<file path="src/rtl/cache_pkg.sv">
// Shared types and address helpers for the cache line refill controller.
package cache_pkg;

  typedef enum logic [1:0] {
    StIdle,
    StReq,
    StBeat,
    StDone
  } fill_state_e;

  // Number of byte-offset bits covered by one cache line.
  function automatic int unsigned off_bits(input int unsigned words, input int unsigned data_w);
    return $clog2(words) + $clog2(data_w / 8);
  endfunction

  function automatic logic [63:0] line_align(input logic [63:0] addr, input int unsigned off);
    return addr & ~((64'd1 << off) - 64'd1);
  endfunction

endpackage

</file>
<file path="src/rtl/beat_counter.sv">
// Line-fill beat counter: loadable word index that wraps modulo WORDS plus a beat count
// that flags the final beat of the line.
module beat_counter #(
  parameter int unsigned WORDS = 8
) (
  input  logic                     clk,
  input  logic                     reset,
  input  logic                     i_load,
  input  logic [$clog2(WORDS)-1:0] i_start,
  input  logic                     i_en,
  output logic [$clog2(WORDS)-1:0] o_idx,
  output logic                     o_last_beat
);

  localparam int unsigned IDX_W = $clog2(WORDS);
  localparam logic [IDX_W:0] LAST_CNT = (IDX_W + 1)'(WORDS - 1);

  logic [IDX_W-1:0] r_idx;
  logic [IDX_W:0]   r_count;

  // WORDS is a power of two, so the index wraps by natural overflow.
  always_ff @(posedge clk) begin
    if (reset) begin
      r_idx   <= '0;
      r_count <= '0;
    end else if (i_load) begin
      r_idx   <= i_start;
      r_count <= '0;
    end else if (i_en) begin
      r_idx   <= r_idx + IDX_W'(1);
      r_count <= r_count + (IDX_W + 1)'(1);
    end
  end

  assign o_idx       = r_idx;
  assign o_last_beat = i_en && (r_count == LAST_CNT);

endmodule

</file>
<file path="src/rtl/cache_fill_ctrl.sv">
// Cache line refill controller: one miss -> one burst read -> WORDS array writes -> fill_done.
// Define CACHE_FILL_CWF_EN for critical-word-first bursts starting at the missing word.
module cache_fill_ctrl
  import cache_pkg::*;
#(
  parameter int unsigned ADDR_W = 32,
  parameter int unsigned DATA_W = 32,
  parameter int unsigned WORDS  = 8
) (
  input  logic                     clk,
  input  logic                     reset,
  input  logic                     i_miss_valid,
  input  logic [ADDR_W-1:0]        i_miss_addr,
  output logic                     o_miss_ready,
  output logic                     o_mem_req_valid,
  output logic [ADDR_W-1:0]        o_mem_req_addr,
  input  logic                     i_mem_req_ready,
  input  logic                     i_mem_rsp_valid,
  input  logic [DATA_W-1:0]        i_mem_rsp_data,
  output logic                     o_arr_we,
  output logic [$clog2(WORDS)-1:0] o_arr_word,
  output logic [DATA_W-1:0]        o_arr_wdata,
  output logic                     o_fill_done,
  output logic [ADDR_W-1:0]        o_fill_line,
  output logic                     o_fill_busy
);

  localparam int unsigned IDX_W  = $clog2(WORDS);
  localparam int unsigned OFF    = off_bits(WORDS, DATA_W);
  localparam int unsigned BYTE_W = OFF - IDX_W;

  fill_state_e       r_state, w_state_next;
  logic [ADDR_W-1:0] r_line, r_req_addr;
  logic [ADDR_W-1:0] w_line, w_req_addr;
  logic [IDX_W-1:0]  w_start, w_idx;
  logic              w_accept, w_beat_en, w_last_beat;

  assign w_line = ADDR_W'(line_align(64'(i_miss_addr), OFF));

`ifdef CACHE_FILL_CWF_EN
  assign w_start    = i_miss_addr[OFF-1:BYTE_W];
  assign w_req_addr = w_line | (ADDR_W'(w_start) << BYTE_W);
`else
  assign w_start    = '0;
  assign w_req_addr = w_line;
`endif

  always_ff @(posedge clk) begin
    if (reset) begin
      r_state    <= StIdle;
      r_line     <= '0;
      r_req_addr <= '0;
    end else begin
      r_state <= w_state_next;
      if (w_accept) begin
        r_line     <= w_line;
        r_req_addr <= w_req_addr;
      end
    end
  end

  always_comb begin
    w_state_next    = r_state;
    w_accept        = 1'b0;
    w_beat_en       = 1'b0;
    o_miss_ready    = 1'b0;
    o_mem_req_valid = 1'b0;
    o_arr_we        = 1'b0;
    o_fill_done     = 1'b0;
    unique case (r_state)
      StIdle: begin
        o_miss_ready = 1'b1;
        if (i_miss_valid) begin
          w_accept     = 1'b1;
          w_state_next = StReq;
        end
      end
      StReq: begin
        o_mem_req_valid = 1'b1;
        if (i_mem_req_ready) w_state_next = StBeat;
      end
      StBeat: begin
        if (i_mem_rsp_valid) begin
          o_arr_we  = 1'b1;
          w_beat_en = 1'b1;
          if (w_last_beat) w_state_next = StDone;
        end
      end
      StDone: begin
        o_fill_done  = 1'b1;
        w_state_next = StIdle;
      end
      default: w_state_next = StIdle;
    endcase
  end

  beat_counter #(
    .WORDS(WORDS)
  ) u_beat_counter (
    .clk        (clk),
    .reset      (reset),
    .i_load     (w_accept),
    .i_start    (w_start),
    .i_en       (w_beat_en),
    .o_idx      (w_idx),
    .o_last_beat(w_last_beat)
  );

  // Index and data are gated so the array port is quiet whenever no write is issued.
  assign o_arr_word     = o_arr_we ? w_idx : '0;
  assign o_arr_wdata    = o_arr_we ? i_mem_rsp_data : '0;
  assign o_mem_req_addr = r_req_addr;
  assign o_fill_line    = r_line;
  assign o_fill_busy    = (r_state != StIdle);

endmodule

</file>
<file path="config.mk">
export PLATFORM = sky130hd
export DESIGN_NAME = cache_fill_ctrl
export DESIGN_NICKNAME = d
export VERILOG_FILES = /design/src/rtl/cache_pkg.sv /design/src/rtl/beat_counter.sv /design/src/rtl/cache_fill_ctrl.sv
export SDC_FILE = /design/constraint.sdc
export NUM_CORES = 1
export LEC_CHECK = 0
export CORE_MARGIN = 2
export CORE_UTILIZATION = 28
export CTS_BUF_LIST = sky130_fd_sc_hd__clkbuf_8 sky130_fd_sc_hd__clkbuf_16
export DETAILED_ROUTE_END_ITERATION = 12
export PLACE_DENSITY = 0.81
export REMOVE_ABC_BUFFERS = 1
export SLEW_MARGIN = 30
export SYNTH_ARGS = -nofsm -noshare
export SYNTH_HDL_FRONTEND = slang
export SYNTH_SLANG_ARGS = --single-unit
</file>
<file path="constraint.sdc">
create_clock -name clk -period 1.28 [get_ports clk]
set_input_delay 0.256 -clock clk [delete_from_list [all_inputs] [get_ports clk]]
set_output_delay 0.256 -clock clk [all_outputs]
set_load 0.01 [all_outputs]
</file>
==> results.md <==
- Status: finished with violations
- Failing checks: setup timing
- CP Launch Type: register
- Sink Count: 36
- Pleak: 2.11 nW
- Die height: 86.9 microns
- Top cell type's share of synthesized area: 0.375
- Worst path max stage delay: 340 ps
- H-tree depth: 2
- Maximum vdd drop: 0.973 mV
- CP Data Required Time: 1020 ps
- Post-synth cell types: 27
- ANT cells: 0
- Area Overhead vs Synth: 136%
- Hold buffer count at CTS: 0
- Worst Hold Slack: 464 ps
- Filler Cell Count: 495
- Sw Pwr: 2.48 mW
- Unrepaired setup endpoints after global routing: true
- Synth area leaders: dfxtp_1, buf_4, nand2_1
- Layout cells sized above 1: 0.502
- Post-DP HPWL: 4660 microns
- CP arrival: 1390 ps
- R2R depth: 7
- Clk pin slew, worst setup/hold paths: 80 ps
- Top_reg_cell synth: dfxtp_1
- Max FO, Critical Path: 7
- Pre-antenna DRT Iters: 4
- Slowest cell on crit path: dfxtp_2
- Synth area leader: dfxtp_1
- Post-route setup slack: -364 ps
- Vias per inst: 4.71
- Pwr Total: 6.83 mW
- Worst r2r dst: r_state[0]
- CTS tree: yes
- Cell Rows: 30
- Drt drc: 0
- Core Area: 6720 sq um
- R2r startpoint: r_state[0]
- Vias in the first global route: 2167
- Routability cong.: 0.750
- First-pass GRT wire length: 10600 microns
- Final hold violation count: 0
- Wire per inst: 15.6 microns
- Max cap viols: 0
- CP endpoint kind: output pin
- Skew-Pair Late Insertion Delay: 290 ps
- Layout Cells excl Fill: 492
- Reg power frac: 0.223
- # IOs: 173
- Clock skew: 8.58 ps
- Reg2Reg Setup Slack: -270 ps
- DR iter-0 viols: 43
- DR vias: 2315
- Initial antenna violation count: 0
- Gate power share: 0.631
- Switching Fraction: 0.362
- Initial Util: 0.286
- Final setup fails: 76
- CP cell instances: inv_2 > ha_4 > buf_6 > buf_16 > and3_4 > buf_6
- Final ANT Viol Nets: 0
- Final period util: 1.28
- Grt ovf: 0
- # placed instances: 462
- Pre-CTS WS: -670 ps
- Cell area after synthesis: 1920 sq um
- Clock power share: 0.145
- Crit path top cell by count: buf_6
- Hold Path End: o_fill_line[9]
- Average size of a mapped cell: 7.72 sq um
- Internal Power: 4.36 mW
- Nets@finish: 486
- CP Buf/Inv Count: 4
- HP Start: o_fill_line[9]
- CTS Buf Count: 5
- Syn Inst Count: 249
- Die area: 7550 sq um
- Routed WL: 7650 microns
- Die Wd: 86.9 microns
- Worst Hold Class: reg2reg
- EDFF count, synth: 0
- Total track usage: 0.180
- Final Max Slew Viols: 0
- Final setup TNS: -18870 ps
- Fmax: 0.608 GHz
- Largest delay share family, worst path: buffers and inverters
- CTS Buffer Depth: 2
- # port buffers: 157
- Crit Path Class: reg2out
- Hold Crit Depth: 2
- Sequential fraction of the synthesis area: 0.375
- Pin count of the biggest net entering global routing: 40
- PD cells: 1510 nW/um^2
- Root buf cell: clkbuf_8
- Post-synthesis register bit count: 36
- Minimum clock period: 1640 ps
- Top-count cell post-synth: nand2_1
- Synth warn: 0
- Most instantiated cells after synthesis: nand2_1, buf_4, dfxtp_1, and3_1, a21oi_1
- Post-synth ARST share: 0
==> flip-flops by register name, indices dropped and copies added, names as in the netlist <==
register	cells
r_state	2
o_fill_line	27
u_beat_counter.o_idx	3
u_beat_counter.r_count	4
==> stage by stage <==
stage | util | instance area, sq um
final | 0.674 | 4530
after detailed placement | 0.519 | 3490
after global placement | 0.519 | 3490
after global routing | 0.674 | 4530
after floorplan | - | 1600
after CTS | 0.630 | 4230
==> kinds of logic after synthesis <==
group,after synthesis,synth area share
AOI/OAI and AO/OA,33,0.0924
and+or+nand+nor,110,0.275
DFF,36,0.375
adders and majority gates,6,0.0390
xor gates and xnor gates,4,0.0182
buffers and inverters,58,0.194
muxes,1,0.00521
other,1,0.00195
==> power by group through the flow <==
stage	registers (mW)	logic (mW)	clock network, mW
floorplan	1.62	0.840	0
global placement	1.47	2.65	0
detailed placement	1.47	2.70	0
CTS	1.48	4.05	1.01
global route	1.55	4.57	1.05
finish	1.53	4.32	0.993
==> per-layer routing <==
metal	global-route usage	routed length (microns)
met5	0	0
met4	0.0398	75
met3	0.0578	732
met2	0.349	4100
met1	0.184	2740
==> worst reg2reg max path: stages (launching register included) <==
cell	delay [ps]
dfxtp_2	340
inv_2	50
ha_4	170
buf_6	120
buf_8	130
buf_6	120
a221o_1	360
a211oi_2	180
==> cell usage in the layout (no fill, tap or decap), types with 2 or more instances in the layout <==
master / synthesis / final
xnor2_1: 2 / 2
and3_4: 0 / 35
buf_8: 0 / 3
buf_6: 0 / 51
dlygate4sd2_1: 0 / 54
inv_2: 1 / 2
clkdlybuf4s50_1: 0 / 62
dfxtp_2: 0 / 7
nand2_1: 59 / 27
nand3_1: 3 / 3
dfxtp_1: 36 / 29
ha_4: 0 / 4
xor2_1: 2 / 2
clkbuf_8: 0 / 5
inv_4: 0 / 2
nand2_4: 0 / 19
buf_12: 0 / 9
ha_1: 6 / 2
a21oi_2: 0 / 27
buf_4: 40 / 13
nand2_2: 1 / 13
a21oi_1: 30 / 3
conb_1: 1 / 10
buf_16: 0 / 5
nor2_2: 0 / 3
nand2b_1: 3 / 2
==> worst max-delay path by stage <==
stage,startpoint,to,depth (start not counted)
after floorplan,r_state[0],u_beat_counter.r_count[3],5
after global placement,i_mem_rsp_valid,o_arr_wdata[29],4
after detailed placement,i_mem_rsp_valid,o_arr_wdata[29],4
after CTS,r_state[0],o_arr_wdata[31],6
after global routing,r_state[0],o_arr_wdata[26],6
final,r_state[0],o_arr_wdata[26],6
==> timing repair <==
item	in CTS	in global routing
gates resized for setup	343	87
gates cloned	9	1
setup buffers	12	7
endpoints found under the hold margin	0	0
pin swaps	67	26
endpoints found under the setup margin	130	80
==> cell type report <==
| class | instances | area [sq um] | area share |
|---|---|---|---|
| multi-input cells | 164 | 1400 | 0.309 |
| flip-flops and latches | 36 | 729 | 0.161 |
| clock inverters | 3 | 42.5 | 0.00939 |
| repair buffers | 199 | 2170 | 0.478 |
| inverters | 5 | 23.8 | 0.00525 |
| clock buffers | 5 | 68.8 | 0.0152 |
| well taps | 80 | 100 | 0.0221 |
Note: power is estimated with default switching activity, not from simulation.
==> variant: new RTL, same flow settings <==
`WORDS` is set to 8 in 2 places; all go to 16.
--- a/src/rtl/beat_counter.sv
+++ b/src/rtl/beat_counter.sv
@@ -2,5 +2,5 @@
 // that flags the final beat of the line.
 module beat_counter #(
-  parameter int unsigned WORDS = 8
+  parameter int unsigned WORDS = 16
 ) (
   input  logic                     clk,
--- a/src/rtl/cache_fill_ctrl.sv
+++ b/src/rtl/cache_fill_ctrl.sv
@@ -6,5 +6,5 @@
   parameter int unsigned ADDR_W = 32,
   parameter int unsigned DATA_W = 32,
-  parameter int unsigned WORDS  = 8
+  parameter int unsigned WORDS  = 16
 ) (
   input  logic                     clk,
Interface: changed (resized o_arr_word); port bits go from 173 to 174. The function was not compared with the original's and may differ.
==> variant against the unedited design <==
The run still ends with setup timing left; first-iteration DRC count fell by 23%; hold slack improved by 0.0074 ns; sequential cell count rose by 1; total power rose by 1.5%; area after synthesis rose by 4.6%; final area fell by 3.7%; setup slack improved by 0.048 ns; via count rose by 1.2%; wire length rose by 2.4%; critical path type unchanged; critical endpoint is now o_arr_wdata[31]; largest cell class unchanged; largest power group unchanged.
==> variant: results (changes against the unedited design) <==
Run status
  – Outcome: finished, violations left
  – Failing checks: setup timing

Synthesis
  – Synth Area in XOR/XNOR: 1.74% (-0.079 points)
  – Synth Area in Compound Gates: 9.96% (+0.72 points)
  – Post-Synth Adder-Cell Area: 4.36% (+0.45 points)
  – Synth top area cells: dfxtp_1 37%, buf_4 15%, and3_1 11%
  – Top cell type's share of synthesized area: 36.8% (-0.64 points)
  – Commonest cells in the netlist: 58 x nand2_1, 39 x buf_4, 37 x dfxtp_1
  – Cell count after synthesis: 260 (+4.4%)
  – Register area share after synthesis: 36.8% (-0.64 points)

Global routing
  – All-Layer GR Usage: 18.1% (+0.12 points)
  – Largest net degree at the start of global routing: 23 (-43%)
  – First-pass GRT wire length: 11000 um (+4.2%)
  – Number of global-route vias before repair: 2237 (+3.2%)

Drt
  – WL met1: 2850 um (+4.0%)
  – Drt first-iter violations: 33 (-23%)
  – DR vias/cell: 4.51 (-4.1%)
  – Met2 routed WL: 3910 um (-4.6%)
  – DRT Wirelength: 7840 um (+2.4%)
  – Met3 WL post-DR: 865 um (+18%)

Timing
  – Clock skew: 0.00243 ns (-0.00615 ns)
  – Fin worst setup slack: -0.316 ns (+0.0475 ns)
  – Setup TNS: -17.03 ns (+1.84 ns)
  – Final setup viols: 78 (+2.6%)
  – Fin Hold WS: 0.471 ns (+0.00740 ns)
  – Minimum clock period: 1.60 ns (-0.0475 ns)

Worst setup path
  – Max incr delay on CP: 0.33 ns
  – CP Max Fanout: 10 (+3)
  – R2r setup slk: -0.25 ns (+0.02 ns)
  – Crit path DAT: 1.34 ns (-0.05 ns)

Pwr
  – Sw Share: 36.3% (+0.045 points)
  – Static leakage: 0.00220 uW (+4.6%)
  – IR drop worst, VDD: 0.000942 V (-3.2%)

Layout
  – Share of layout cells above drive strength 1: 45.2% (-5.1 points)
  – Max FFs per register: 26 (-3.7%)
  – Final cell count without fillers: 519 (+5.5%)
  – Total Nets Final: 498 (+2.5%)

Place
  – Post-Place Setup Slack: -0.649 ns (+0.0213 ns)
  – Port Buffers: 155 (-1.3%)
  – Area of placed instances: 0.00355 mm^2 (+1.7%)
  – Number of placed instances, taps included: 490 (+6.1%)
  – Final HPWL DP: 4770 um (+2.3%)

Hold path
  – Worst min-delay path class: reg -> reg
[variant: cell type report]
| cell class | count | area, um^2 |
|---|---|---|
| fill | 589 | 2500 |
| inverter | 6 | 30.0 |
| multi-input combinational | 174 | 1400 |
| clock inverter | 2 | 33.8 |
| tap | 96 | 120 |
| timing repair buffer | 198 | 1940 |
| sequential | 37 | 752 |
| clock buffer | 6 | 82.6 |
[variant: per-layer routing]
metal | vias up | GRT usage, %
li1 | 1128 | -
met1 | 1060 | 19.9
met2 | 137 | 31.8
met3 | 18 | 5.60
met4 | 0 | 7.99
met5 | - | 0
[variant: power by group through the flow]
stage / Combinational [uW] / Sequential (uW) / Clock (uW)
2_1_floorplan: 835 / 1650 / 0
3_3_place_gp: 2600 / 1500 / 0
3_5_place_dp: 2650 / 1500 / 0
4_1_cts: 3970 / 1500 / 1070
5_1_grt: 4620 / 1560 / 1130
6_report: 4360 / 1530 / 1060
[variant: timing repair]
item,4_1_cts,5_1_grt
gates cloned,8,2
endpoints found under the setup margin,130,80
pin swaps,36,23
buffers inserted,13,3
gates resized for setup,320,70
[variant: worst paths after layout]
check / cells after the start / endpoint / start
hold reg to reg: 2 / o_fill_line[17]$_SDFFE_PP0P_ / o_fill_line[17]$_SDFFE_PP0P_
setup / recovery: 5 / o_arr_wdata[31] / r_state[0]$_SDFFE_PP0P_
hold / removal: 2 / o_fill_line[17]$_SDFFE_PP0P_ / o_fill_line[17]$_SDFFE_PP0P_
setup reg to reg: 7 / u_beat_counter.r_count[3]$_SDFFE_PP0P_ / r_state[0]$_SDFFE_PP0P_
[variant: tightest hold or removal path, delay by kind of cell (launching register included)]
family             cells  cell delay, ns
AOI/OAI and AO/OA      1            0.04
DFF                    1            0.33
and+or+nand+nor        1            0.06
